File: config.mk
export PLATFORM = sky130hd
export DESIGN_NAME = sprite_motion_ctrl
export DESIGN_NICKNAME = d
export VERILOG_FILES = /design/src/rtl/sprite_motion_ctrl.sv
export SDC_FILE = /design/constraint.sdc
export NUM_CORES = 1
export LEC_CHECK = 0
export BUFFER_PORTS_ARGS = -buffer_cell sky130_fd_sc_hd__buf_2
export CAP_MARGIN = 15
export CORE_MARGIN = 2
export CORE_UTILIZATION = 64
export CTS_CLUSTER_SIZE = 20
export DETAILED_ROUTE_END_ITERATION = 8
export HOLD_SLACK_MARGIN = 0.15
export PLACE_DENSITY_LB_ADDON = 0.05
export SLEW_MARGIN = 20
export SYNTH_ARGS = -nofsm -noshare
export SYNTH_HDL_FRONTEND = slang
export SYNTH_SLANG_ARGS = --single-unit
File: constraint.sdc
create_clock -name CLK -period 7.4 [get_ports CLK]
set_clock_uncertainty 0.05 [all_clocks]
set_input_delay 2.22 -clock CLK [delete_from_list [all_inputs] [get_ports CLK]]
set_output_delay 2.22 -clock CLK [all_outputs]
set_load 0.05 [all_outputs]
File: src/rtl/sprite_motion_ctrl.sv
// Per-frame motion sequencer for the ball (20x20) and paddle (120x40) sprites.
// Each accepted frame tick runs PADDLE then BALL update phases, then signals completion.
module sprite_motion_ctrl #(
  parameter int unsigned PADDLE_Y     = 440,
  parameter int unsigned PADDLE_SPEED = 8,
  parameter int unsigned BALL_SPEED   = 4
) (
  input  logic       CLK,
  input  logic       RESET,
  input  logic       FRAME_TICK,
  input  logic       ENABLE,
  input  logic       BTN_LEFT,
  input  logic       BTN_RIGHT,
  input  logic       LAUNCH,
  input  logic       REFLECT_X,
  input  logic       REFLECT_Y,
  output logic [9:0] PADDLE_X,
  output logic [8:0] PADDLE_Y_OUT,
  output logic [9:0] BALL_X,
  output logic [8:0] BALL_Y,
  output logic       BALL_MOVING,
  output logic       LIFE_LOST,
  output logic       UPDATE_DONE
);

  localparam logic [10:0] PY        = 11'(PADDLE_Y);
  localparam logic [10:0] PS        = 11'(PADDLE_SPEED);
  localparam logic [10:0] BS        = 11'(BALL_SPEED);
  localparam logic [10:0] BALL_SZ   = 11'd20;
  localparam logic [10:0] PAD_W     = 11'd120;
  localparam logic [10:0] PAD_MAX   = 11'd520;
  localparam logic [10:0] BALL_XMAX = 11'd620;
  localparam logic [10:0] Y_LOST    = 11'd460;
  localparam logic [10:0] SERVE_OFS = 11'd50;
  localparam logic [9:0]  PADDLE_X_RST = 10'd260;
  localparam logic [9:0]  BALL_X_RST   = 10'(PADDLE_X_RST + SERVE_OFS);
  localparam logic [8:0]  BALL_Y_REST  = 9'(PY - BALL_SZ);

  typedef enum logic [1:0] {IDLE, PADDLE, BALL, DONE} phase_t;

  phase_t     state, state_nx;
  logic       dx_right, dy_up, dx_nx, dy_nx;
  logic       launch_f, rx_f, ry_f;
  logic       launch_nx, rx_nx, ry_nx;
  logic [9:0] paddle_x_nx, ball_x_nx;
  logic [8:0] ball_y_nx;
  logic       moving_nx, life_lost_nx, update_done_nx;
  logic       wall_x, wall_y, hit;
  logic [10:0] px, bx, by;

  assign PADDLE_Y_OUT = 9'(PADDLE_Y);

  always_ff @(posedge CLK or negedge RESET) begin
    if (!RESET) begin
      state       <= IDLE;
      PADDLE_X    <= PADDLE_X_RST;
      BALL_X      <= BALL_X_RST;
      BALL_Y      <= BALL_Y_REST;
      BALL_MOVING <= 1'b0;
      dx_right    <= 1'b1;
      dy_up       <= 1'b1;
      launch_f    <= 1'b0;
      rx_f        <= 1'b0;
      ry_f        <= 1'b0;
      LIFE_LOST   <= 1'b0;
      UPDATE_DONE <= 1'b0;
    end else begin
      state       <= state_nx;
      PADDLE_X    <= paddle_x_nx;
      BALL_X      <= ball_x_nx;
      BALL_Y      <= ball_y_nx;
      BALL_MOVING <= moving_nx;
      dx_right    <= dx_nx;
      dy_up       <= dy_nx;
      launch_f    <= launch_nx;
      rx_f        <= rx_nx;
      ry_f        <= ry_nx;
      LIFE_LOST   <= life_lost_nx;
      UPDATE_DONE <= update_done_nx;
    end
  end

  always_comb begin
    state_nx       = state;
    paddle_x_nx    = PADDLE_X;
    ball_x_nx      = BALL_X;
    ball_y_nx      = BALL_Y;
    moving_nx      = BALL_MOVING;
    dx_nx          = dx_right;
    dy_nx          = dy_up;
    launch_nx      = launch_f | LAUNCH;
    rx_nx          = rx_f | REFLECT_X;
    ry_nx          = ry_f | REFLECT_Y;
    life_lost_nx   = 1'b0;
    update_done_nx = 1'b0;
    wall_x         = 1'b0;
    wall_y         = 1'b0;
    hit            = 1'b0;
    px             = {1'b0, PADDLE_X};
    bx             = {1'b0, BALL_X};
    by             = {2'b00, BALL_Y};

    case (state)
      IDLE: begin
        if (FRAME_TICK && ENABLE) state_nx = PADDLE;
      end
      PADDLE: begin
        state_nx = BALL;
        if (BTN_LEFT && !BTN_RIGHT) begin
          paddle_x_nx = (px < PS) ? '0 : 10'(px - PS);
        end else if (BTN_RIGHT && !BTN_LEFT) begin
          paddle_x_nx = (px + PS >= PAD_MAX) ? 10'(PAD_MAX) : 10'(px + PS);
        end
      end
      BALL: begin
        state_nx = DONE;
        // Only pulses arriving this cycle survive the consume.
        launch_nx = LAUNCH;
        rx_nx     = REFLECT_X;
        ry_nx     = REFLECT_Y;
        if (!BALL_MOVING) begin
          ball_x_nx = 10'(px + SERVE_OFS);
          ball_y_nx = BALL_Y_REST;
          if (launch_f) begin
            moving_nx = 1'b1;
            dx_nx     = 1'b1;
            dy_nx     = 1'b1;
          end
        end else begin
          if (dx_right) begin
            if (bx + BS >= BALL_XMAX) begin
              ball_x_nx = 10'(BALL_XMAX);
              wall_x    = 1'b1;
            end else begin
              ball_x_nx = 10'(bx + BS);
            end
          end else if (bx < BS) begin
            ball_x_nx = '0;
            wall_x    = 1'b1;
          end else begin
            ball_x_nx = 10'(bx - BS);
          end

          if (dy_up) begin
            if (by < BS) begin
              ball_y_nx = '0;
              wall_y    = 1'b1;
            end else begin
              ball_y_nx = 9'(by - BS);
            end
          end else begin
            hit = (by + BALL_SZ <= PY) && (by + BS + BALL_SZ >= PY) &&
                  (bx + BALL_SZ > px) && (bx < px + PAD_W);
            if (hit) begin
              ball_y_nx = BALL_Y_REST;
              wall_y    = 1'b1;
            end else begin
              ball_y_nx = 9'(by + BS);
              if (by + BS >= Y_LOST) begin
                life_lost_nx = 1'b1;
                moving_nx    = 1'b0;
              end
            end
          end

          // Any flip source inverts once; walls/paddle and block flags never stack.
          dx_nx = (wall_x || rx_f) ? ~dx_right : dx_right;
          dy_nx = (wall_y || ry_f) ? ~dy_up : dy_up;
        end
      end
      DONE: begin
        state_nx       = IDLE;
        update_done_nx = 1'b1;
      end
      default: state_nx = IDLE;
    endcase
  end

endmodule

* Word level (Yosys, flattened, before mapping)
Cells that the tools add are included.
** Cells by class
- Muxes and demuxes :: 43
- Reductions and logical operators :: 16
- Bitwise operators :: 5
- Add/subtract/negate cells :: 11
- Equality and inequality tests :: 6
- Magnitude comparators :: 10
** Operator list (count)
- $mux 10 :: 8
- $mux 9 :: 4
- $mux 1 :: 29
- $ge 11x10->1 const B :: 2
- $add 10x3->11 const B :: 1
- $add 10x4->11 const B :: 1
- $add 10x5->11 const B :: 1
- $add 10x7->11 const B :: 1
- $add 11x5->11 const B :: 1
- $ge 11x9->1 const B :: 1
- $gt 11x10->1 :: 1
- $lt 10x11->1 :: 1
- $add 10x6->10 const B :: 1
- $add 9x3->10 const B :: 1
- $add 9x5->10 const B :: 1
- $ge 10x9->1 const B :: 1
- $le 10x9->1 const B :: 1
- $lt 10x3->1 const B :: 1
- $lt 10x4->1 const B :: 1
- $sub 10x3->10 const B :: 1
- $sub 10x4->10 const B :: 1
- $lt 9x3->1 const B :: 1
- $sub 9x3->9 const B :: 1
- $pmux 2 s4 :: 1
- other kinds (14) :: 28
** Word-level totals
- Bits in registers :: 39
- Bits of input ports :: 9

* Longest topological paths before layout
Gate-level depths: netlist of the first run.
- Depth in word-level cells :: 13
- Gate-level depth with buffers :: 14

* Worst setup path before layout of the first run
No wires, ideal clock.
- Kind :: reg-to-reg
- Start :: register BALL_X[3]
- End :: register LIFE_LOST
- Data required time :: 7.283 ns
- Setup time :: 0.067 ns
- Data arrival time :: 3.320 ns
- Path slack :: 3.963 ns
- Buffers on the path :: 0
- Stages on the path, launching flop included :: 13
- Cell sequence :: dfrtp_1 ha_1 o21ai_0 nor2_1 xor2_1 ha_1 nand4_1 or4_1 o21ai_1 a2bb2oi_1 nor3_1 a211oi_4 and3_1
** Between the ends
- Word-level cells in the longest chain between the ends :: 8
- Elaborated cells on any way between the ends :: 9
- Those cells by class :: 1 x add/sub; 2 x order compare; 4 x mux; 2 x reduce/logical
** Ends and longest elaborated chain
- start, declared :: RTL line 19 : output logic [9:0] BALL_X,
- start signal, assigned :: RTL line 70 : BALL_X <= ball_x_nx;
- $add 10x5->11 :: RTL line 153 : (bx + BALL_SZ > px) && (bx < px + PAD_W);
- $gt 11x10->1 :: RTL line 153
- $logic_and 1x1->1 :: RTL line 152 : hit = (by + BALL_SZ <= PY) && (by + BS + BALL_SZ >= PY) &&
- $logic_and 1x1->1 (*) :: RTL line 153
- $mux 1 (*) :: RTL line 154 : if (hit) begin
- $mux 1 (*) :: RTL line 144 : if (dy_up) begin
- $mux 1 (*) :: RTL line 121 : if (!BALL_MOVING) begin
- $mux 1 (*) :: RTL line 103 : case (state)
- net life_lost_nx :: RTL line 47 : logic moving_nx, life_lost_nx, update_done_nx;
- end signal, assigned :: RTL line 78 : LIFE_LOST <= life_lost_nx;
- end, declared :: RTL line 22 : output logic LIFE_LOST,
The timed path passes the listed nets; every way through them passes the cells marked *.
A chain may end at the register's enable or synchronous reset.

* Worst setup path after layout of the first run
- Start :: register BALL_MOVING
- End :: output port BALL_MOVING
** RTL lines
- start, declared :: RTL line 21 : output logic BALL_MOVING,
- start signal, assigned :: RTL line 72 : BALL_MOVING <= moving_nx;
No word-level cell between the ends.

==> results of run 1 <==
metal layers:
metal  routed length, um  share of wire [%]
met5                   0                  0
met4                 195                2.0
met3                 598                6.3
met2                4614                 48
met1                4142                 43
state kept, by name (all words and copies together), names as in the netlist, 2 cells and up:
| name | count |
|---|---|
| PADDLE_X | 8 |
| BALL_X | 10 |
| state | 2 |
| BALL_Y | 7 |
cells by family after synthesis:
logic type                 after synthesis  share of synthesized area (%)
muxes                                    4                          1.109
other                                    2                         0.1957
adders and majority gates               38                          12.39
DFF                                     35                          23.25
buffers and inverters                   67                          9.227
xor gates and xnor gates                29                          7.304
and+or+nand+nor                        151                          21.49
AOI/OAI and AO/OA                      142                          25.04
worst min-delay path by stage:
stage	endpoint	slack, ps	depth (start not counted)
after detailed placement	BALL_X[1]$_DFFE_PN1P_	440	2
after CTS	BALL_X[1]$_DFFE_PN1P_	450	2
final	BALL_X[1]$_DFFE_PN1P_	450	2
after global placement	rx_f$_DFF_PN0_	430	1
after global routing	BALL_X[1]$_DFFE_PN1P_	480	2
after floorplan	rx_f$_DFF_PN0_	420	1
metrics by stage:
step | worst slack, ps | cell area (um2)
2_1_floorplan | 3963 | 3879
3_3_place_gp | 3807 | 3900
3_5_place_dp | 3713 | 3900
4_1_cts | 3695 | 3989
5_1_grt | 3386 | 3989
6_report | 3684 | 3989
final cells by class:
cell class | count | area (um2) | area share [%]
clock inverters | 3 | 20.02 | 0.5019
clock buffers | 5 | 68.82 | 1.725
inverters | 25 | 93.84 | 2.353
multi-input cells | 377 | 2633 | 66.00
well taps | 75 | 93.84 | 2.353
flip-flops and latches | 35 | 892.1 | 22.37
repair buffers | 37 | 187.7 | 4.705
synthesized netlist by cell type, types with 9 or more instances:
cell type | number | area share, %
sky130_fd_sc_hd__nand3_1 | 22 | 2.9
sky130_fd_sc_hd__ha_1 | 38 | 12
sky130_fd_sc_hd__nand2_1 | 29 | 2.8
sky130_fd_sc_hd__inv_1 | 22 | 2.2
sky130_fd_sc_hd__clkbuf_1 | 15 | 1.5
sky130_fd_sc_hd__dfstp_2 | 13 | 8.9
sky130_fd_sc_hd__xnor2_1 | 20 | 4.6
sky130_fd_sc_hd__buf_4 | 15 | 2.9
sky130_fd_sc_hd__dfrtp_1 | 22 | 14
sky130_fd_sc_hd__o211ai_1 | 9 | 1.8
sky130_fd_sc_hd__o21ai_0 | 36 | 4.7
sky130_fd_sc_hd__a31oi_1 | 11 | 1.8
sky130_fd_sc_hd__nor3_1 | 15 | 2.0
sky130_fd_sc_hd__a21oi_1 | 26 | 3.4
sky130_fd_sc_hd__nor2_1 | 31 | 3.0
==> impl.org, run 1 <==
** Outcome
- The run finished with clean final reports.

** Synth
- Synthesis handed over a netlist of approximately 470 instances.
- Of the synthesized area, sequential elements account for a little under a quarter.
- Number of enable flip-flop cells after synthesis :: 0
- During synthesis, Yosys emitted a total of 0 warnings.
- The synthesized design contains 35 register bits.
- Post-synthesis area per instance :: about 8.2 um2
- Post-synthesis cell area :: approximately 3800 um2
- For this run, asynchronously set or reset flops after synthesis account for 100.0%.
- In the synthesized netlist the dominant register cell turns out to be sky130_fd_sc_hd__dfrtp_1.
- Yosys mapped the design onto between 80 and 90 distinct sky130hd cell types.

** Finish
- The number of antenna diodes in the final layout is 0.
- P&R area growth vs syn :: 3.945%
- For this run, the share of the core covered by cells in the final layout is 68.18%.
- Leaving out fill and tap cells, the most frequent cell in the layout is sky130_fd_sc_hd__ha_1.
- Fin nets :: roughly 530
- In the layout the commonest cells are sky130_fd_sc_hd__ha_1 (38), sky130_fd_sc_hd__o21ai_0 (36), sky130_fd_sc_hd__buf_2 (36).
- Fraction of layout cells with a size suffix above 1 :: 16.80%
- Final cell count without fillers :: around 560
- The filler cells instantiated in the layout total 491.

** Min path
- Startpoint of the worst hold path :: BALL_X[1]$_DFFE_PN1P_
- In this run the worst hold path is classified as flop to flop.

** Detailed routing
- The detail route stage leaves a number of antenna-violating nets equal to 0.
- The routed layout has approximately 3,600 vias.
- Detailed Routing Iterations Pass 1 :: 5
- In the final routed layout, each cell accounts on average for ~17 um.
- Count of unresolved DRC violations after routing :: 0
- For this block, the routed nets add up to ~9600 um of wire.
- Post-DR vias/cell :: 6.479
- The first routing iteration left 162 violations.

** STA
- The total count of hold-check failures in the final report was 0.
- The total count of max-transition violations in the final report came to 0.
- The smallest clock period supported by the final layout is computed as 3716 ps.
- Final hold slack :: around 450 ps
- The final critical path takes up approximately half of the cycle.
- TNS Setup :: 0 ps
- Setup violations remaining at the end of the flow were counted as 0.
- Max-Slew Margin vs Limit :: between 40% and 50%
- Slew at the pin closest to its max-slew limit :: approximately 800 ps
- Static timing analysis puts the maximum clock frequency at approximately 270 MHz.
- RSZ-0062 raised after global routing :: false

** Global routing
- Entering global routing, the biggest net connects 36 pins.
- For this run, the total global-route usage over all layers was measured as a little under a third.
- Global routing consumed, on the met3 layer, 4.396% of the routing resources.
- The number of global-route vias before repair is ~3,400.
- First-pass GRT wire length :: 15,810 um
- Global routing used around two fifths of the available met1 tracks.
- In this run the most used layer during global routing was met2.
- Global routing used between 50 and 60% of the available met2 tracks.
- Remaining global-route overflow :: 0
- Antenna violations before repair :: 0

** Critical path
- Counting both buffers and inverters, the worst setup path holds a total of 1.
- For the worst flop-to-flop path, the logic depth is 12.
- The critical path in this run is classified as flop to primary output.
- In this run the critical register-to-register path is launched from BALL_X[3]$_DFFE_PN0P_.
- Slowest cell delay on critical path :: 760 ps
- CP required :: 5130 ps
- In this run the number of cells on the critical path is 1.
- Worst-path cell chain :: buf_2
- The most critical setup path has its startpoint at BALL_MOVING$_DFFE_PN0P_.
- Startpoint Class :: flop
- Slowest-stage cell, CP :: sky130_fd_sc_hd__dfrtp_1
- Reg2Reg Capture Point :: BALL_Y[4]$_DFFE_PN0P_
- The worst setup path is captured at a primary output.
- Following the worst setup path forward leads to its endpoint at BALL_MOVING.
- Critical path fanouts, max :: 18
- Across all register-to-register paths, the minimum setup slack is ~3700 ps.
- Family with the most delay on the worst path :: flip-flops
- Data arrives at the worst endpoint at 1450 ps.

** Die
- Number of top-level pins :: 50
- Initial Utilization :: around two thirds
- Die height :: about 81 um
- Horizontal die dimension :: between 80 and 90 um
- Number of rows in the core area :: 28
- The die covers 6632 um2.
- The floorplan step defined a core boundary enclosing 5851 um2.

** Placement
- Inst Count DP :: between 500 and 600
- Routability congestion estimate from global placement :: between 0.9 and 1
- Port Buf Inserts :: 36
- Summed over all nets, the half-perimeter wirelength after detailed placement is between 6000 and 7000 um.

** Clocking
- Post-CTS timing repair inserted 0 buffers for setup.
- Total number of H-tree levels :: 2
- Cts repair resizes :: 0
- Clock tree from TritonCTS :: done
- CTS saw 35 sinks.
- Number of CTS-inserted buffers :: 5
- Count of hold buffers inserted by post-cts repair :: 0
- Clock Path Buffers :: 2
- Clk root buf :: sky130_fd_sc_hd__clkbuf_8
- Clock-pin slew of the registers on the worst-case setup and hold paths :: about 80 ps
- Worst-skew pair later-pin latency :: around 300 ps

** Flow run
- Maxcap violations :: 0
Power of run 1 is left out: the tool's default activity adds up to more than one toggle a clock period on the data nets, which glitch-free logic cannot reach.
==> run 2, diff against run 1 <==
Settings changed: CORE_UTILIZATION 64 to 54.
Clock period 7.4 ns to 3.2 ns, I/O delays scaled along.
==> impl.org, run 2 (synthesis results as in run 1) <==
** Outcome
- Run status :: completed

** Die
- Die height :: ~90 um
- During I/O placement, the number of pins put on the boundary was 50.
- Die footprint :: between 7000 and 8000 um2
- Horizontal die dimension :: 88.30 um
- The region available for standard cell placement spans approximately 6800 um2.
- Row generation in the floorplan step produced 30 rows.
- Once the floorplan was initialized, standard cells occupied between 50% and 60% of the core.

** Finish
- Commonest cells after routing, fill and taps aside :: sky130_fd_sc_hd__ha_1 (37), sky130_fd_sc_hd__buf_2 (36), sky130_fd_sc_hd__o21ai_0 (35)
- The largest registers in the layout are BALL_X: 10 flops, PADDLE_X: 8 flops, BALL_Y: 7 flops.
- Number of flip-flops in the largest register :: 10
- Fraction of layout cells with a size suffix above 1 :: roughly 22%
- More flip-flops sit in one register than any other, and that register is BALL_X.
- Compared with the post-synthesis result, the final layout area differs by 9.423%.
- Fin nets :: ~550
- Leaving out fill and tap cells, the most frequent cell in the layout is sky130_fd_sc_hd__ha_1.
- The repair_antennas step left the layout with diodes totalling 0.

** Placement
- The congestion estimate from routability-driven global placement came to between 0.9 and 1.
- HPWL after detailed placement :: a little under 8000 um
- During placement, the flow inserted port buffers numbering 36.

** Critical path
- On the worst path, the slowest cell contributes a delay of 560 ps.
- Worst-path cell chain :: ha_1, o21ai_2, nor2_1, xor2_1, ha_1, nand4_1, or4_1, o21ai_1, a2bb2oi_2, nor3_2, a211oi_4, buf_6, a31oi_1
- Startpoint Class :: flop
- Together, buffers and inverters on the worst path number 1.
- Slowest-stage cell, CP :: sky130_fd_sc_hd__dfstp_2
- In this design, the critical path's most frequently occurring cell is sky130_fd_sc_hd__ha_1.
- Of all nets on the critical path, the largest fanout is 8.
- Critical path data arrival time :: 3130 ps
- On the critical path the largest part of the delay comes from simple AND/OR/NAND/NOR gates.
- By startpoint and endpoint, the worst setup path is classified as flop to flop.
- For the worst setup path, the data required time is approximately 3300 ps.
- Endpoint type of the worst setup path :: flop

** Global routing
- The initial antenna violation count was 0.
- Pin count of the biggest net entering global routing :: 36
- First-pass GRT wire length :: 16,750 um
- Global routing used between 20% and 30% of the available tracks across all layers.
- Remaining global-route overflow :: 0
- The number of global-route vias before repair is between 3,000 and 4,000.

** Clocking
- Clk root buf :: sky130_fd_sc_hd__clkbuf_8
- The clock passes through at most 2 buffers.
- Clock-pin slew of the registers on the worst-case setup and hold paths :: around 80 ps
- The clock drives 35 sinks.
- TritonCTS built the clock tree.
- Counting the buffers created by CTS gives 5.
- After clock tree synthesis, the flow added hold-fix buffers numbering 0.
- Total number of H-tree levels :: 2
- Worst-skew pair later-pin latency :: ~300 ps

** STA
- Final setup violation count :: 0
- Timing would allow up to 330.4 MHz.
- The total count of max-transition violations in the final report came to 0.
- Slew at the pin closest to its max-slew limit :: between 800 and 900 ps
- Setup repair after global routing left no endpoint under its margin.
- After layout, the worst path uses around 95% of the clock period.
- The total count of hold-check failures in the final report came to 0.
- The worst path needs 3026 ps of the cycle, external delays included.
- Max-Slew Margin vs Limit :: 44.38%
- In the final timing run, aggregate negative setup slack is 0 ps.

** Detailed routing
- After detailed routing, the total wire length is between 10,000 and 15,000 um.
- Before antenna repair, the detailed router went through 5 iterations.
- In the routed layout, each cell is associated on average with a via count of between 6 and 7.
- The count of nets left with antenna violations once routing finished came out at 0.
- Detailed routing inserted a total of about 3,700 vias.
- For this run, design rule violations remaining after detail routing come to 0.
- The detailed router finished its first iteration with between 200 and 250 violations.
- After detailed routing, the average wire length per cell comes to about 17 um.

** Flow run
- Maxcap violations :: 0

** Min path
- The tightest min-delay check is of the flop to flop type.
==> run 2: changes by cell type in the layout (fill, tap and decap cells not counted), sizes merged <==
cell	before	now
buf	37	56
==> run 2: routing by layer <==
metal	GRT usage (%)	vias up	wire length [um]
li1	-	1752	-
met1	36.64	1754	4515
met2	46.14	128	5031
met3	3.358	19	493
met4	8.953	0	241
met5	0	-	0
==> run 2: worst paths after layout <==
kind,to,cells past startpoint,start,slack (ps)
setup reg to reg,BALL_MOVING$_DFFE_PN0P_,13,BALL_X[2]$_DFFE_PN1P_,170
hold reg to reg,launch_f$_DFF_PN0_,1,launch_f$_DFF_PN0_,470
hold / removal,launch_f$_DFF_PN0_,1,launch_f$_DFF_PN0_,470
max in group asynchronous,PADDLE_X[6]$_DFFE_PN0P_,1,RESET,1810
min in group asynchronous,PADDLE_X[5]$_DFFE_PN0P_,1,RESET,710
setup / recovery,BALL_MOVING$_DFFE_PN0P_,13,BALL_X[2]$_DFFE_PN1P_,170
==> run 2: timing repair <==
action | 4_1_cts | 5_1_grt
setup endpoints to repair | 0 | 10
resized for setup | 0 | 7
setup buffers | 0 | 1
==> run 2: layout make-up <==
class	instances	area (um2)
sequential	35	902.1
timing repair buffer	56	334.1
inverter	25	93.84
tap	96	120.1
clock buffer	5	68.82
clock inverter	3	20.02
multi-input combinational	377	2660
fill	670	2633
==> run 2: stage by stage <==
step	setup WS (ps)	util, %	hold slack (ps)	instance area, um2	instances
6_report	173.6	61.47	467.9	4199	597
5_1_grt	4.099	61.47	479.7	4199	597
4_1_cts	46.77	60.99	467.9	4167	596
3_5_place_dp	81.46	59.69	449.3	4078	588
3_3_place_gp	146.1	59.69	438.4	4078	588
2_1_floorplan	24.54	-	417.5	3897	479
Power of run 2 is left out for the same reason.
